**src/rtl/reset_controller.sv**
```systemverilog
// ---------------------------------------------------------------------------
// reset_controller
//
// Purpose:
//   Central reset/game-over sequencer for the game logic. The raw reset
//   push-button is synchronised and debounced. A debounced press produces a
//   stretched gameReset pulse. Collision flags from the game move the
//   controller into a game-over state that latches which source caused it.
//   Game-over is left by a press, or on a timeout when AUTO_RESTART is set.
//
// Ports:
//   clock       in   system clock, everything on the rising edge
//   reset       in   synchronous active-high controller reset
//   resetHW     in   raw asynchronous push-button, active-low (1 = released)
//   collision   in   [NUM_SOURCES] per-source collision flags, active-high
//   gameReset   out  active-high stretched reset to the game logic
//   gameOver    out  high while the controller is in game-over
//   cause       out  [NUM_SOURCES] collision bits latched on game-over entry
//   resetCount  out  [8] number of completed reset pulses, wraps 255 -> 0
// ---------------------------------------------------------------------------
module reset_controller #(
  parameter int NUM_SOURCES     = 2,
  parameter int DEBOUNCE_CYCLES = 500000,
  parameter int PULSE_CYCLES    = 16,
  parameter int AUTO_RESTART    = 0,
  parameter int GAMEOVER_CYCLES = 50000000
) (
  input  logic                   clock,
  input  logic                   reset,
  input  logic                   resetHW,
  input  logic [NUM_SOURCES-1:0] collision,
  output logic                   gameReset,
  output logic                   gameOver,
  output logic [NUM_SOURCES-1:0] cause,
  output logic [7:0]             resetCount
);

  // Counter widths sized to hold their largest terminal count.
  localparam int DEB_W   = $clog2(DEBOUNCE_CYCLES + 1);
  localparam int PULSE_W = $clog2(PULSE_CYCLES + 1);
  localparam int GO_W    = $clog2(GAMEOVER_CYCLES + 1);

  // Terminal values: each counter stops one short of its cycle count because
  // the transition itself happens on the final counted edge.
  localparam logic [DEB_W-1:0]   DEB_LAST   = DEB_W'(DEBOUNCE_CYCLES - 1);
  localparam logic [PULSE_W-1:0] PULSE_LAST = PULSE_W'(PULSE_CYCLES - 1);
  localparam logic [GO_W-1:0]    GO_LAST    = GO_W'(GAMEOVER_CYCLES - 1);

  typedef enum logic [1:0] {
    RESET_PULSE = 2'd0,
    RUN         = 2'd1,
    GAME_OVER   = 2'd2
  } state_t;

  // -------------------------------------------------------------------------
  // Button synchroniser. Both flops reset to the released level so that a
  // controller reset never looks like a press.
  // -------------------------------------------------------------------------
  logic sync1_q;
  logic sync2_q;

  always_ff @(posedge clock) begin
    if (reset) begin
      sync1_q <= 1'b1;
      sync2_q <= 1'b1;
    end else begin
      sync1_q <= resetHW;
      sync2_q <= sync1_q;
    end
  end

  // -------------------------------------------------------------------------
  // Debouncer. The accepted level only follows the synchronised level after
  // it has disagreed for DEBOUNCE_CYCLES consecutive cycles; any agreement
  // in between starts the count again from zero.
  // -------------------------------------------------------------------------
  logic             debLevel_q;
  logic             debLevel_d;
  logic [DEB_W-1:0] debCnt_q;
  logic [DEB_W-1:0] debCnt_d;
  logic             pressEvent_q;

  always_comb begin
    debLevel_d = debLevel_q;
    debCnt_d   = '0;
    if (sync2_q != debLevel_q) begin
      if (debCnt_q == DEB_LAST) begin
        debLevel_d = sync2_q;
        debCnt_d   = '0;
      end else begin
        debCnt_d = debCnt_q + 1'b1;
      end
    end
  end

  // The press event is high for exactly the first cycle in which the accepted
  // level reads 0; a release produces nothing.
  always_ff @(posedge clock) begin
    if (reset) begin
      debLevel_q   <= 1'b1;
      debCnt_q     <= '0;
      pressEvent_q <= 1'b0;
    end else begin
      debLevel_q   <= debLevel_d;
      debCnt_q     <= debCnt_d;
      pressEvent_q <= debLevel_q & ~debLevel_d;
    end
  end

  // -------------------------------------------------------------------------
  // Controller state and counters.
  // -------------------------------------------------------------------------
  state_t                 state_q;
  state_t                 state_d;
  logic [PULSE_W-1:0]     pulseCnt_q;
  logic [PULSE_W-1:0]     pulseCnt_d;
  logic [GO_W-1:0]        goCnt_q;
  logic [GO_W-1:0]        goCnt_d;
  logic [NUM_SOURCES-1:0] cause_q;
  logic [NUM_SOURCES-1:0] cause_d;
  logic [7:0]             resetCount_q;
  logic [7:0]             resetCount_d;
  logic                   gameReset_q;
  logic                   gameReset_d;
  logic                   gameOver_q;
  logic                   gameOver_d;

  // Next-state logic. The pulse runs to completion regardless of presses or
  // collisions. In RUN a press takes priority over a simultaneous collision.
  // In game-over further collisions are ignored so the first cause is kept.
  always_comb begin
    state_d      = state_q;
    pulseCnt_d   = pulseCnt_q;
    goCnt_d      = goCnt_q;
    cause_d      = cause_q;
    resetCount_d = resetCount_q;

    case (state_q)
      RESET_PULSE: begin
        cause_d = '0;
        goCnt_d = '0;
        if (pulseCnt_q == PULSE_LAST) begin
          state_d      = RUN;
          pulseCnt_d   = '0;
          resetCount_d = resetCount_q + 1'b1;
        end else begin
          pulseCnt_d = pulseCnt_q + 1'b1;
        end
      end

      RUN: begin
        pulseCnt_d = '0;
        goCnt_d    = '0;
        if (pressEvent_q) begin
          state_d = RESET_PULSE;
          cause_d = '0;
        end else if (|collision) begin
          state_d = GAME_OVER;
          cause_d = collision;
        end
      end

      GAME_OVER: begin
        pulseCnt_d = '0;
        if (pressEvent_q) begin
          state_d = RESET_PULSE;
          cause_d = '0;
          goCnt_d = '0;
        end else if (AUTO_RESTART != 0) begin
          if (goCnt_q == GO_LAST) begin
            state_d = RESET_PULSE;
            cause_d = '0;
            goCnt_d = '0;
          end else begin
            goCnt_d = goCnt_q + 1'b1;
          end
        end
      end

      default: begin
        state_d    = RESET_PULSE;
        pulseCnt_d = '0;
        goCnt_d    = '0;
        cause_d    = '0;
      end
    endcase

    // Outputs are decoded from the next state so that they change on the
    // same edge as the state register.
    gameReset_d = (state_d == RESET_PULSE);
    gameOver_d  = (state_d == GAME_OVER);
  end

  // State register. A controller reset drops everything back to the start of
  // a fresh, full-length pulse.
  always_ff @(posedge clock) begin
    if (reset) begin
      state_q      <= RESET_PULSE;
      pulseCnt_q   <= '0;
      goCnt_q      <= '0;
      cause_q      <= '0;
      resetCount_q <= '0;
      gameReset_q  <= 1'b1;
      gameOver_q   <= 1'b0;
    end else begin
      state_q      <= state_d;
      pulseCnt_q   <= pulseCnt_d;
      goCnt_q      <= goCnt_d;
      cause_q      <= cause_d;
      resetCount_q <= resetCount_d;
      gameReset_q  <= gameReset_d;
      gameOver_q   <= gameOver_d;
    end
  end

  assign gameReset  = gameReset_q;
  assign gameOver   = gameOver_q;
  assign cause      = cause_q;
  assign resetCount = resetCount_q;

endmodule

```
**config.mk**
```make
export PLATFORM = sky130hd
export DESIGN_NAME = reset_controller
export DESIGN_NICKNAME = d
export VERILOG_FILES = /design/src/rtl/reset_controller.sv
export SDC_FILE = /design/constraint.sdc
export NUM_CORES = 1
export LEC_CHECK = 0
export ABC_CLOCK_PERIOD_IN_PS = 3290
export CORE_ASPECT_RATIO = 0.7
export CORE_UTILIZATION = 60
export DETAILED_ROUTE_END_ITERATION = 16
export GPL_ROUTABILITY_DRIVEN = 0
export PLACE_DENSITY = 0.83
export SLEW_MARGIN = 30
export SYNTH_ARGS = -nofsm -noshare
export SYNTH_HDL_FRONTEND = slang
export SYNTH_SLANG_ARGS = --single-unit
```
**constraint.sdc**
```tcl
create_clock -name clock -period 3.29 [get_ports clock]
set_input_delay 0.329 -clock clock [delete_from_list [all_inputs] [get_ports clock]]
set_output_delay 0.329 -clock clock [all_outputs]
set_load 0.01 [all_outputs]
```
==> results of run 1 <==
## cell type report
type,count,area share
Clock inverter,3,0.03270
Timing Repair Buffer,16,0.07610
Inverter,7,0.01249
Clock buffer,5,0.03270
Tap cell,36,0.02140
Sequential cell,42,0.3995
Multi-Input combinational cell,136,0.4251
## synth_stat cells, types with 4 or more instances
library cell   n  area share
dfxtp_1       42        0.47
nand3_1        5       0.014
nor2_2        10       0.035
nor2_1        24       0.050
xor2_1         9       0.044
inv_1          7       0.015
nand4_1        9       0.031
o21ai_0        4       0.011
ha_1           4       0.028
nand2_1        8       0.017
nor4_1         5       0.017
nor3_1         9       0.025
xnor2_1       15       0.073
## worst max-delay path by stage
stage,endpoint,slack [ns],cells past startpoint
2_1_floorplan,debCnt_q[10],1.46,7
4_1_cts,debCnt_q[16],1.09,5
3_3_place_gp,debCnt_q[3],1.23,5
6_report,debCnt_q[16],1.07,5
3_5_place_dp,debCnt_q[16],1.11,5
5_1_grt,debCnt_q[16],0.91,5
## kinds of logic (layout without fill, tap and decap cells)
family,count (synthesis),count (layout),synth area share
XOR/XNOR,24,24,0.1171
buffers and inverters,11,31,0.03345
flip-flops,42,42,0.4683
AO/OA/AOI/OAI,16,16,0.06621
multiplexers,2,2,0.01115
adder cells (fa/ha/maj),4,4,0.02788
AND/OR/NAND/NOR,90,90,0.2760
## power by group
group          leakage [nW]  internal (mW)  switching [mW]  total, mW
clock network        0.0683          0.304           0.181      0.485
logic                 0.273        0.00947          0.0126     0.0221
registers             0.339          0.513         0.00330      0.516
## flip-flops by register name (all words and copies together), names as in the netlist, 2 cells and up
register and count:
debCnt_q 19, pulseCnt_q 5, cause 2, resetCount 8
state_q 2
## through the flow
| step | power [mW] | std cells | utilization |
|---|---|---|---|
| after global routing | 1.056 | 245 | 0.7456 |
| after global placement | 0.5476 | 237 | 0.6968 |
| after floorplan | 0.5414 | 189 | - |
| after CTS | 1.033 | 245 | 0.7456 |
| final | 1.023 | 245 | 0.7456 |
| after detailed placement | 0.5495 | 237 | 0.6968 |
## metal layers
layer,track usage,vias up
li1,-,688
met1,0.3284,631
met2,0.3600,55
met3,0.08095,4
met4,0.1277,0
met5,0,-
## cells in the final DEF (no fill, tap or decap), types with 2 or more instances in the layout
master and n:
nor4b_1 2, a21oi_1 2, ha_1 4, nor2_2 10, nor2_1 24, clkdlybuf4s50_1 16
clkbuf_8 5, o21ai_0 4, or2_2 2, a211oi_1 2, nor3_1 9, mux2i_1 2
nor4_1 5, nand2b_1 2, inv_1 7, xnor2_1 15, and3_1 3, dfxtp_1 42
a22oi_1 2, a31o_2 2, bufinv_16 2, or3_1 3, nand2_1 8, nor2b_1 2
nand4_1 9, xor2_1 9, nand3_1 5
## critical path, stage by stage, from the launching register on
cell and delay (ns):
dfxtp_1 0.42, ha_1 0.26, nand3_2 0.18, or3_1 0.50
o21ai_4 0.57, nor2_1 0.13
==> results.md, run 1 <==
* DP Wirelength at ~2500 um
* IO Port Bufs at 16
* Post-synth EDFFs at 0
* GRT Total Usage at 0.2460
* Initial cell density of the core at 0.6361
* Avg WL per Cell at around 15 um
* Setup WS pre-CTS at between 1 and 1.5 ns
* Final Max Slew Viols at 0
* FF-to-FF setup slack at 1.07 ns
* Top Layer Used: met4
* Crit path time final at about 2.2 ns
* TNS Setup at 0 ns
* Synth Instances at 189
* CTS resizes at 0
* Drt total wl at 3556 um
* Largest net degree at the start of global routing at 20
* Core Area at ~0.0028 mm2
* Synthesized area per cell at 9.500 um2
* P per Cell Area at approximately 490 mW/mm2
* Status: finished, final reports clean
* Hold WC Path Type: reg -> reg
* Fillcell total at around 190
* CP endpoint kind: register
* Crit path kind: reg -> reg
* Vias in the first global route at 1200
* Antenna Nets Post-Route at 0
* Worst-Margin Slew at ~0.65 ns
* Cell area after layout at 0.002105 mm2
* TritonCTS Buffers at 5
* CTS Root Cell: clkbuf_8
* Post-Synthesis Net Count at between 150 and 200
* Vias at approximately 1400
* Synth-to-Final Area Change at 17.21%
* Worst slew margin at 0.5664
* Hold Path Stages at 1
* # rows at 16
* Worst Hold Path EP: sync2_q
* Hold path startpoint: sync1_q
* Critical path arrival at approximately 2.4 ns
* RSZ-0062 raised after global routing: no
* Maxcap violations at 0
* Placed inst area at around 0.0020 mm2
* Met2 routed WL at approximately 1600 um
* Reg-to-Reg End: debCnt_q[16]
* Worst-skew pair later-pin latency at 0.30 ns
* Reg clk slew, reported paths at 0.08 ns
* Width of the chip at roughly 67 um
* DR DRC count at 0
* Synthesized area at 0.001795 mm2
* Number of diodes at 0
* Fmax at between 400 and 500 MHz
* Sequential cell area at 840.8 um2
* Initial antenna violation count at 0
* Count of cell types in the netlist at 37
* LEAKAGE at 0.6804 nW
* Clock tree from TritonCTS: built
* Setup violations, final at 0
* Final hold vios at 0
* Vias per cell at ~5.6
* Router iterations before antenna repair at 5
* WHS at approximately 0.42 ns
* Peak supply drop at 0.0003136 V
* Setup slack after layout at between 1 and 1.5 ns
* Hold Buf Count CTS at 0
* Die area at approximately 0.0032 mm2
* Final Cycle Share at 0.6746
* Seq/Total Area, Yosys at 0.4683
* M1 wire length at around 1700 um
* I/O pins at 17
* Post-synth ARST share at 0
* Gr ovfl total at 0
* Multi-input logic area at 894.6 um2
* R2R depth at 5
* First DRT Iteration DRCs at approximately 110
* First-pass GRT wire length at ~5500 um
* Final Skew at slightly above 0.006 ns
* Die Ht at 47.77 um
* Crit-path max FO at 19
* Critical path launch point type: register
* Crit path required time at 3.45 ns
* CP Launch Point: debCnt_q[0]
* Ys Warns at 0
* H-tree depth at 2
* RR Startpoint: debCnt_q[0]
* Worst-case clock buffer depth at 2
* Synth Flop Type: dfxtp_1
* Yosys reg bits at 42
* Nets at between 200 and 250
* Layout cells sized above 1 at 0.1340
* Met3 WL at approximately 230 um
* Post-CTS Setup Repair Bufs at 0
* Clock sink total at between 40 and 50
No activity file was read; power rests on OpenSTA's default activity.
==> inputs of run 2 (changes only) <==
ABC_CLOCK_PERIOD_IN_PS = 2300   (was 3290)
CORE_UTILIZATION = 55   (was 60)
PLACE_DENSITY = 0.77   (was 0.83)
clock period = 2.3 ns   (was 3.29 ns; I/O delays follow)
==> results.md, run 2 (synthesized netlist as in run 1, its figures left out) <==
* Peak supply drop at between 0.0004 and 0.0005 V
* Critical path launch point type: register
* Antenna Nets Post-Route at 0
* Worst-skew pair later-pin latency at about 0.29 ns
* Largest Register: debCnt_q
* Crit path time final at 2.010 ns
* Vias per cell at around 5.6
* CTS resizes at 0
* Reg clk slew, reported paths at approximately 0.080 ns
* Setup violations, final at 0
* TritonCTS Buffers at 5
* Die Ht at between 40 and 50 um
* Multi-input logic area at 894.6 um2
* Worst slew margin at 0.5941
* Clock Power Share at 0.387
* Nets at about 220
* Cell area after layout at ~0.0021 mm2
* DR DRC count at 0
* I/O pins at 17
* Worst-Margin Slew at about 0.60 ns
* RR Startpoint: debCnt_q[0]
* Drt total wl at around 3400 um
* Hold path startpoint: sync1_q
* IO Port Bufs at 16
* Final Cycle Share at 0.8738
* Final Skew at roughly 0.0052 ns
* Sequential share of power at 0.587
* Width of the chip at approximately 70 um
* WHS at between 0.4 and 0.5 ns
* Crit-path max FO at 19
* Commonest non-fill, non-tap cell in the layout: dfxtp_1
* GR Util met3 at 0.05726
* Initial antenna violation count at 0
* Die area at 0.003501 mm2
* Router iterations before antenna repair at 4
* H-tree depth at 2
* Most frequent cells in the layout: dfxtp_1 (42), nor2_1 (24), clkdlybuf4s50_1 (16)
* Max reg flops at 19
* Synth-to-Final Area Change at 15.68%
* GRT Total Usage at 0.2152
* Final hold vios at 0
* TNS Setup at 0 ns
* Clock sink total at 42
* Layout cells sized above 1 at 0.1422
* Maxcap violations at 0
* CP endpoint kind: register
* LEAKAGE at about 0.67 nW
* RSZ-0062 raised after global routing: no
* Switching portion of total power at 0.2140
* Avg WL per Cell at between 10 and 15 um
* Final Max Slew Viols at 0
* P_int at 0.9895 mW
* Number of diodes at 0
* Critical path arrival at ~2.2 ns
* Hold Buf Count CTS at 0
* Fillcell total at about 240
* Psw at roughly 0.27 mW
* Hold WC Path Type: reg -> reg
* P per Cell Area at a little over 600 mW/mm2
* # rows at 16
* Logic pwr share at 0.026
* Status: finished, final reports clean
* Post-CTS Setup Repair Bufs at 0
* Placed inst area at roughly 0.002 mm2
* M2 GR Usage at 0.3254
* Sequential cell area at 840.8 um2
* DP Wirelength at ~2500 um
* Vias at about 1400
* First DRT Iteration DRCs at 115
* Global routing's busiest layer: met2
* Largest net degree at the start of global routing at 20
* Initial cell density of the core at 0.6101
* Fmax at ~500 MHz
* Crit path required time at roughly 2.5 ns
* Clock tree from TritonCTS: built
* CP Launch Point: debCnt_q[0]
* Gr ovfl total at 0
* Grt met1 use at 0.2835
* Placed instance count at about 240
* Core Area at 0.002943 mm2
* Finished Layout Cells at ~250
* First-pass GRT wire length at 5851 um
* Worst-case clock buffer depth at 2
* Crit path kind: reg -> reg
* CTS Root Cell: clkbuf_8
* Vias in the first global route at 1333
[run 2: through the flow]
stage | power (mW) | setup WS (ns) | util
after CTS | 1.273 | 0.2794 | 0.7058
after floorplan | 0.7745 | 0.4727 | -
after global placement | 0.7858 | 0.4106 | 0.6735
final | 1.259 | 0.2903 | 0.7058
after global routing | 1.304 | 0.1579 | 0.7058
after detailed placement | 0.7883 | 0.3082 | 0.6735
[run 2: layout make-up]
type                    instances  share of cell area
clock inverters                 2            0.006024
inverters                       7             0.01265
well taps                      36             0.02169
multi-input cells             136              0.4307
clock buffers                   6             0.03976
repair buffers                 18             0.08434
flip-flops and latches         42              0.4048
[run 2: layer usage]
layer	share of wire	vias up
li1	-	695
met1	0.49	649
met2	0.44	43
met3	0.051	7
met4	0.015	0
met5	0	-
[run 2: worst paths after layout]
check,to,slack [ns],cells after the start
worst max-delay path,debCnt_q[2],0.29,6
worst min register to register,sync2_q,0.43,1
worst min-delay path,sync2_q,0.43,1
worst max register to register,debCnt_q[2],0.29,6
[run 2: worst max-delay path, cell delays in order, from the launching register on]
cell and delay (ns):
dfxtp_1 0.41, ha_1 0.26, nand3_2 0.17, or3_1 0.50, o21ai_4 0.17, buf_4 0.29
nor2_1 0.09
[run 2: power by group through the flow]
stage / sequential [mW] / combinational, mW / clock (mW)
detailed placement: 0.756 / 0.0327 / 0
CTS: 0.739 / 0.0331 / 0.502
finish: 0.739 / 0.0332 / 0.487
floorplan: 0.754 / 0.0204 / 0
global placement: 0.755 / 0.0310 / 0
global route: 0.739 / 0.0372 / 0.528
